File: config.mk
export PLATFORM = sky130hd
export DESIGN_NAME = countdown_scheduler
export DESIGN_NICKNAME = d
export VERILOG_FILES = /design/src/rtl/timer_pkg.sv /design/src/rtl/rr_arbiter.sv /design/src/rtl/countdown_scheduler.sv
export SDC_FILE = /design/constraint.sdc
export NUM_CORES = 1
export LEC_CHECK = 0
export BUFFER_PORTS_ARGS = -buffer_cell sky130_fd_sc_hd__buf_2
export CAP_MARGIN = 20
export CELL_PAD_IN_SITES_DETAIL_PLACEMENT = 2
export CELL_PAD_IN_SITES_GLOBAL_PLACEMENT = 2
export CORE_MARGIN = 8
export CORE_UTILIZATION = 30
export CTS_BUF_LIST = sky130_fd_sc_hd__clkbuf_16
export DETAILED_ROUTE_END_ITERATION = 12
export GPL_TIMING_DRIVEN = 0
export PLACE_DENSITY_LB_ADDON = 0.1
export SLEW_MARGIN = 20
export SYNTH_ARGS = -nofsm -noshare
export SYNTH_HDL_FRONTEND = slang
export SYNTH_SLANG_ARGS = --single-unit
File: constraint.sdc
create_clock -name clk -period 4.04 [get_ports clk]
set_clock_uncertainty 0.15 [all_clocks]
set_input_delay 0.202 -clock clk [delete_from_list [all_inputs] [get_ports clk]]
set_output_delay 0.202 -clock clk [all_outputs]
set_load 0.01 [all_outputs]
File: src/rtl/timer_pkg.sv
// timer_pkg: shared timebase defaults and countdown channel state encoding.
package timer_pkg;
  localparam int DEF_CLK_HZ = 100000000;
  localparam int DEF_SEC_W = 12;
  typedef enum logic [1:0] {IDLE, RUN, FIRE} chan_state_e;
endpackage

File: src/rtl/rr_arbiter.sv
// rr_arbiter: round-robin arbiter; ptr is the highest-priority requester and
// moves to the channel after the winner whenever a grant is issued.
module rr_arbiter #(
  parameter int N = 4
) (
  input  logic         clk,
  input  logic         reset,
  input  logic [N-1:0] req,
  output logic [N-1:0] grant
);
  localparam int PW = $clog2(N);
  logic [PW-1:0] ptr, nxt, idx;
  int j;
  always_comb begin
    grant = '0;
    nxt = ptr;
    idx = '0;
    j = 0;
    for (int k = 0; k < N; k++) begin
      j = int'(ptr) + k;
      if (j >= N) j -= N;
      idx = PW'(j);
      if (grant == '0 && req[idx]) begin
        grant[idx] = 1'b1;
        nxt = (j == N - 1) ? '0 : PW'(j + 1);
      end
    end
  end
  always_ff @(posedge clk or negedge reset)
    if (!reset) ptr <= '0;
    else if (|grant) ptr <= nxt;
endmodule

File: src/rtl/countdown_scheduler.sv
// countdown_scheduler: N_CH second-resolution countdown timers sharing one
// prescaled 1 Hz enable strobe and one round-robin arbitrated load port.
module countdown_scheduler
  import timer_pkg::*;
#(
  parameter int CLK_HZ = DEF_CLK_HZ,
  parameter int N_CH   = 4,
  parameter int SEC_W  = DEF_SEC_W
) (
  input  logic                    clk,
  input  logic                    reset,
  input  logic [N_CH-1:0]         req,
  input  logic [N_CH*SEC_W-1:0]   req_secs,
  input  logic [N_CH-1:0]         cancel,
  output logic [N_CH-1:0]         grant,
  output logic [N_CH-1:0]         busy,
  output logic [N_CH-1:0]         done,
  input  logic [$clog2(N_CH)-1:0] sel,
  output logic [SEC_W-1:0]        remaining,
  output logic                    sec_tick
);
  localparam int PS_W = $clog2(CLK_HZ);
  localparam int SEL_W = $clog2(N_CH);
  localparam logic [PS_W-1:0] PS_TOP = PS_W'(CLK_HZ - 1);
  logic [PS_W-1:0] ps;
  logic [SEC_W-1:0] counts [N_CH];
  rr_arbiter #(.N(N_CH)) u_arb (
    .clk   (clk),
    .reset (reset),
    .req   (req & ~cancel),
    .grant (grant)
  );
  // prescaler idles at zero so the first tick lands CLK_HZ cycles after a load
  assign sec_tick = |busy && ps == PS_TOP;
  always_ff @(posedge clk or negedge reset)
    if (!reset) ps <= '0;
    else ps <= (|busy && ps != PS_TOP) ? ps + 1'b1 : '0;
  for (genvar i = 0; i < N_CH; i++) begin : g_ch
    chan_state_e state;
    logic [SEC_W-1:0] count;
    logic [SEC_W-1:0] secs;
    assign secs = req_secs[i*SEC_W +: SEC_W];
    always_ff @(posedge clk or negedge reset)
      if (!reset) begin
        state <= IDLE;
        count <= '0;
      end else if (cancel[i] && state == RUN) begin
        state <= IDLE;
        count <= '0;
      end else if (grant[i]) begin
        state <= (secs != '0) ? RUN : FIRE;
        count <= secs;
      end else if (state == RUN && sec_tick) begin
        state <= (count == SEC_W'(1)) ? FIRE : RUN;
        count <= count - 1'b1;
      end else if (state == FIRE) begin
        state <= IDLE;
      end
    assign counts[i] = count;
    assign busy[i] = state == RUN;
    assign done[i] = state == FIRE;
  end
  always_comb begin
    remaining = '0;
    for (int k = 0; k < N_CH; k++)
      if (sel == SEL_W'(k)) remaining = counts[k];
  end
endmodule

==> impl_metrics.ini, run 1 <==
[finish]
num-nets-final = 826
synthToLayoutAreaGrowth_pct = 22.19
antennaDiodeCount = 0
layout_commonest_cell = nor2_1
stdcell_count = 1020
fillers = 2146
drive_gt1_frac = 0.2079
fin_util = 0.3713
final_cell_mix = 92 x nor2_1, 86 x buf_2, 84 x dfrtp_1, 46 x nand2_1, 30 x o21ai_0

[power]
power_frac_clock = 0.152
p_sw_w = 0.002622
pwr_density_cell_mw_per_mm2 = 761.4
seq_power_share = 0.293
power_frac_comb = 0.556
vdd_ir_drop_max_mv = 0.2464
power_switching_share = 0.4797
p_int_w = 0.002844
p_leak_nw = 3.041

[sta]
fin_ws_ps = 272.8
rsz0062_at_grt = false
layout_min_cycle_time_ps = 3767
setup_viol = 0
finalCritPeriodShare = 0.9325
worst_pin_slew_ps = 865.9
final.setup.tns_ps = 0
hold_ws_ps = 3.918
drv_slew = 0
slew_headroom = 0.4174
hold_viol = 0
max_freq_mhz = 265.4

[placed_design]
dp_hpwl_um = 17010
pre_cts_ws_ps = 108.0
routabilityCongestion = 0.7872
place_inst = 981
port_buffers = 84

[global_routing]
first_global_vias = 6142
grt_first_pass_wirelength_um = 34770
grtUsageTotal = 0.1840
grt_max_degree = 63
antenna_found_initial = 0
grt-ovfl-total = 0

[critical_path]
worst_path_largest_cell_delay_ps = 570
end_kind = primary output
path_max_fanout = 19
setup.worst_path.start_class = flip-flop
crit_required_ps = 3690
path_class = flip-flop to primary output
critical_path.slowest_cell = or4_4
crit_chain = inv_1 > ha_2 > mux4_2 > o221a_2 > or4_4 > a31oi_2 > buf_4 > inv_1 > buf_2
cp.arrival_ps = 3420
path_common_cell = inv_1

[hold_path]
holdCritPathClass = input port to flip-flop

[synth]
synth_edf_count = 0
syn_area_mm2 = 0.005876
synth_cells = 631
synth_largest_area_cell = dfrtp_1
synth_warnings = 0
syn_nets = 707
synth_seq_cells = 85
ys_top_cells_by_area = dfrtp_1 36%, mux4_2 6.1%, nor2_1 5.9%
ys_seq_area_frac = 0.3620
async_flop_share = 1.000
syn_avg_cell_area_um2 = 9.312
synth_top_area_frac = 0.3620
synth.distinct_cells = 73
synth-main-ff-cell = dfrtp_1

[floorplanning]
dieArea_mm2 = 0.02432
die_h_um = 156.0
rows = 51
initial_utilization = 0.3039
dieWidth_um = 156.0
core_mm2 = 0.01933
io_pins = 85

[cts]
cts_buffers = 9
cts-root-buf = clkbuf_16
clockBufferDepth = 2
path_clk_slew_ps = 70
cts_tree = done
clock_latency_ps = 360
h-tree-depth = 3
cts.sinks = 85

[routing]
drc = 0
drt_iter0_markers = 186
drt-wirelength-per-cell_um = 21.39
ant_nets = 0
first_pass_iters = 4
vias = 5383
viasPerCell = 5.277
wl_um = 21810

[run]
drv_cap = 0

[outcome]
status = finished, final reports clean
[cell families (layout without fill, tap and decap cells)]
logic type               count (synthesis)  count (layout)  synth area share
AO/OA/AOI/OAI                          122             122            0.1584
XOR/XNOR                                55              55           0.08198
adder cells (fa/ha/maj)                 16              16           0.03407
buffers and inverters                   44             168           0.03194
flip-flops                              85              85            0.3620
multiplexers                            26              26           0.08390
AND/OR/NAND/NOR                        283             283            0.2477
[sequential cells by signal, summed over array words and instances (netlist names)]
name	count
u_arb.ptr	2
g_ch.state	8
g_ch.count	48
ps	27
[metal layers]
metal  GRT usage  vias to the layer above  part of all wire
met5           0                        -                 0
met1      0.2340                     2734              0.46
met4     0.05730                        0             0.017
met3     0.03102                       20             0.034
li1            -                     2542                 -
met2      0.3120                       87              0.49
[critical path: cells and delay by family, from the launching register on]
family,cells,cell delay [ps]
buffers and inverters,4,700
adders and majority gates,1,430
AOI/OAI and AO/OA,2,490
DFF,1,450
muxes,1,420
and+or+nand+nor,1,570
[through the flow]
stage	total power, W	area [µm²]
floorplan	0.003572	5876
global placement	0.004488	6628
detailed placement	0.004628	6661
finish	0.005466	7179
CTS	0.005515	7153
global route	0.005880	7179
[cell usage after synthesis, types with 2 or more instances]
library cell and instances:
a211oi_1 22, a211oi_2 9, a21boi_0 2, a21o_1 2, a21oi_1 15, a22o_1 8, a22oi_1 2, a311oi_1 2
a31oi_1 3, and2_1 7, and3_1 10, and4_1 2, buf_1 3, buf_2 4, buf_4 2, clkbuf_1 11
dfrtp_1 85, ha_1 16, inv_1 21, mux2i_1 8, mux4_1 2, mux4_2 16, nand2_1 46, nand2b_1 10
nand3_1 22, nand3b_1 2, nand4_1 6, nand4b_1 2, nor2_1 92, nor2_4 2, nor2b_1 13, nor3_1 21
nor4_1 26, o2111a_1 2, o211ai_1 2, o21ai_0 30, o21ai_1 4, o221ai_1 2, o22ai_1 2, or2_2 2
or3_1 8, xnor2_1 26, xor2_1 29
[final timing paths]
kind | startpoint | to | slack [ps] | depth (start not counted)
worst min register to register | ps[0] | ps[0] | 350 | 1
max in group asynchronous | reset | u_arb.ptr[0] | 2970 | 3
worst min-delay path | req_secs[1] | g_ch[0].count[1] | 4 | 3
min in group asynchronous | reset | g_ch[0].state[1] | 140 | 2
worst max register to register | u_arb.ptr[1] | g_ch[3].count[5] | 320 | 9
worst max-delay path | u_arb.ptr[1] | grant[0] | 270 | 9
[power by group through the flow]
stage	registers (W)	logic (W)	clock network (W)
6_report	0.00160	0.00304	0.000829
5_1_grt	0.00164	0.00335	0.000882
4_1_cts	0.00161	0.00306	0.000849
3_5_place_dp	0.00162	0.00301	0
3_3_place_gp	0.00160	0.00289	0
2_1_floorplan	0.00143	0.00214	0
[area by class of cell]
| class | instances | area, µm² | area share |
|---|---|---|---|
| Clock buffer | 9 | 225.2 | 0.03137 |
| Sequential cell | 85 | 2128 | 0.2964 |
| Clock inverter | 7 | 57.56 | 0.008017 |
| Inverter | 23 | 88.84 | 0.01237 |
| Tap cell | 265 | 331.6 | 0.04618 |
| Buffer | 20 | 93.84 | 0.01307 |
| Multi-Input combinational cell | 502 | 3570 | 0.4972 |
| Timing Repair Buffer | 109 | 684.4 | 0.09533 |
[timing repair]
item                       CTS  global route
buffers inserted             1             3
pin swaps                    1             0
hold endpoints to repair   104             0
setup endpoints to repair    2             1
hold buffers                20             0
gates resized for setup      1             1
cloned                       0             0
No activity file was read; power rests on OpenSTA's default activity.
==> run 2, diff against run 1 <==
--- a/config.mk
+++ b/config.mk
@@ -9,12 +9,12 @@
 export CAP_MARGIN = 20
 export CELL_PAD_IN_SITES_DETAIL_PLACEMENT = 2
 export CELL_PAD_IN_SITES_GLOBAL_PLACEMENT = 2
-export CORE_MARGIN = 8
-export CORE_UTILIZATION = 30
+export CORE_MARGIN = 3
+export CORE_UTILIZATION = 25
 export CTS_BUF_LIST = sky130_fd_sc_hd__clkbuf_16
 export DETAILED_ROUTE_END_ITERATION = 12
 export GPL_TIMING_DRIVEN = 0
-export PLACE_DENSITY_LB_ADDON = 0.1
+export PLACE_DENSITY_LB_ADDON = 0.2
 export SLEW_MARGIN = 20
 export SYNTH_ARGS = -nofsm -noshare
 export SYNTH_HDL_FRONTEND = slang
==> run 2 against run 1 <==
  * Global-route usage is 0.80 points lower
  * Register-to-register slack improved by 130 ps
  * Maximum frequency is 2.2% lower
  * Clock power rose by 8.9%
  * Critical endpoint unchanged
  * Largest cell class unchanged
==> impl_metrics.ini, run 2 (synthesis gave the netlist of run 1 again) <==
[routing]
drt_iter0_markers = 232
first_pass_iters = 4
vias = 5426
wl_um = 21930
ant_nets = 0
viasPerCell = 5.104
drt-wirelength-per-cell_um = 20.63
drc = 0

[placed_design]
dp_hpwl_um = 17100
place_inst = 1029
routabilityCongestion = 0.8309
pre_cts_ws_ps = 177.2
port_buffers = 84

[finish]
final_cell_mix = 92 x nor2_1, 87 x buf_2, 83 x dfrtp_1, 46 x nand2_1, 30 x o21ai_0
layout_commonest_cell = nor2_1
stdcell_count = 1063
antennaDiodeCount = 0
largest_reg_flops = 48
regMostFlops = g_ch.count
drive_gt1_frac = 0.2093
fin_util = 0.3164
num-nets-final = 821
synthToLayoutAreaGrowth_pct = 23.02
top_regs = g_ch.count x48, ps x27, g_ch.state x8
fillers = 2603

[floorplanning]
dieArea_mm2 = 0.02538
rows = 55
initial_utilization = 0.2572
core_mm2 = 0.02285
io_pins = 85
dieWidth_um = 159.3
die_h_um = 159.3

[cts]
cts.sinks = 85
clock_latency_ps = 360
cts-root-buf = clkbuf_16
clockBufferDepth = 2
path_clk_slew_ps = 70
cts_tree = done
h-tree-depth = 3
cts_buffers = 9

[power]
pwr_density_cell_mw_per_mm2 = 767.7
p_leak_nw = 3.035
power_w = 0.005549
vdd_ir_drop_max_mv = 0.2093

[critical_path]
cp.arrival_ps = 3500
reg2regPathDepth = 8
end_kind = primary output
path_max_fanout = 10
crit_required_ps = 3690
setup.worst_path.start_class = flip-flop
path_class = flip-flop to primary output

[hold_path]
holdPathStages = 3
holdCritPathClass = input port to flip-flop

[global_routing]
grt_max_degree = 59
grt-ovfl-total = 0
grtUsageTotal = 0.1760
grt_first_pass_wirelength_um = 35690
antenna_found_initial = 0
first_global_vias = 6106

[sta]
finalCritPeriodShare = 0.9530
layout_min_cycle_time_ps = 3850
drv_slew = 0
fin_ws_ps = 189.9
final.setup.tns_ps = 0
max_freq_mhz = 259.7
hold_viol = 0
slew_headroom = 0.3773
rsz0062_at_grt = false
worst_pin_slew_ps = 925.5
setup_viol = 0

[outcome]
status = finished, final reports clean

[run]
drv_cap = 0
==> run 2: critical path: stages (launching register included) <==
cell	delay, ps
dfrtp_2	500
inv_2	200
mux4_2	630
o221a_2	340
or4_4	570
a31oi_2	220
buf_4	230
buf_2	260
inv_1	60
buf_2	140
==> run 2: path summary, 6_finish.rpt <==
path	from	to	slack, ps
worst min register to register	ps[0]	ps[0]	360
worst max-delay path	u_arb.ptr[0]	grant[0]	190
worst max register to register	ps[2]	g_ch[2].count[11]	450
max in group asynchronous	reset	g_ch[3].count[6]	2990
worst min-delay path	req_secs[38]	g_ch[3].count[2]	10
min in group asynchronous	reset	g_ch[1].count[10]	140
==> run 2: stage by stage <==
stage	cell area, µm²	hold WS [ps]
2_1_floorplan	5876	-243.6
3_3_place_gp	6688	295.2
3_5_place_dp	6721	-43.67
4_1_cts	7216	0.2839
5_1_grt	7228	19.71
6_report	7228	10.36
==> run 2: timing repair <==
action | 4_1_cts | 5_1_grt
hold buffers | 17 | 0
hold endpoints to repair | 101 | 0
pin swaps | 1 | 0
setup buffers | 1 | 0
endpoints found under the setup margin | 1 | 5
resized for setup | 0 | 6
==> run 2: area by class of cell <==
class / instances / area [µm²] / share of cell area
clock inverters: 7 / 91.34 / 0.01264
repair buffers: 103 / 631.9 / 0.08742
well taps: 313 / 391.6 / 0.05418
plain buffers: 21 / 100.1 / 0.01385
multi-input cells: 502 / 3570 / 0.4939
flip-flops and latches: 85 / 2130 / 0.2946
clock buffers: 9 / 225.2 / 0.03116
inverters: 23 / 88.84 / 0.01229
==> run 2: report_power, final <==
group	internal [W]	total (W)	switching, W
sequential	0.00117	0.00162	0.000456
clock	0.000495	0.000903	0.000408
combinational	0.00124	0.00302	0.00179
==> run 2: layer usage <==
layer | routed length [µm] | GRT usage | up-vias
met5 | 0 | 0 | -
met4 | 471 | 0.05491 | 0
met3 | 437 | 0.02211 | 24
met2 | 10800 | 0.3004 | 77
met1 | 10230 | 0.2329 | 2796
li1 | - | - | 2529
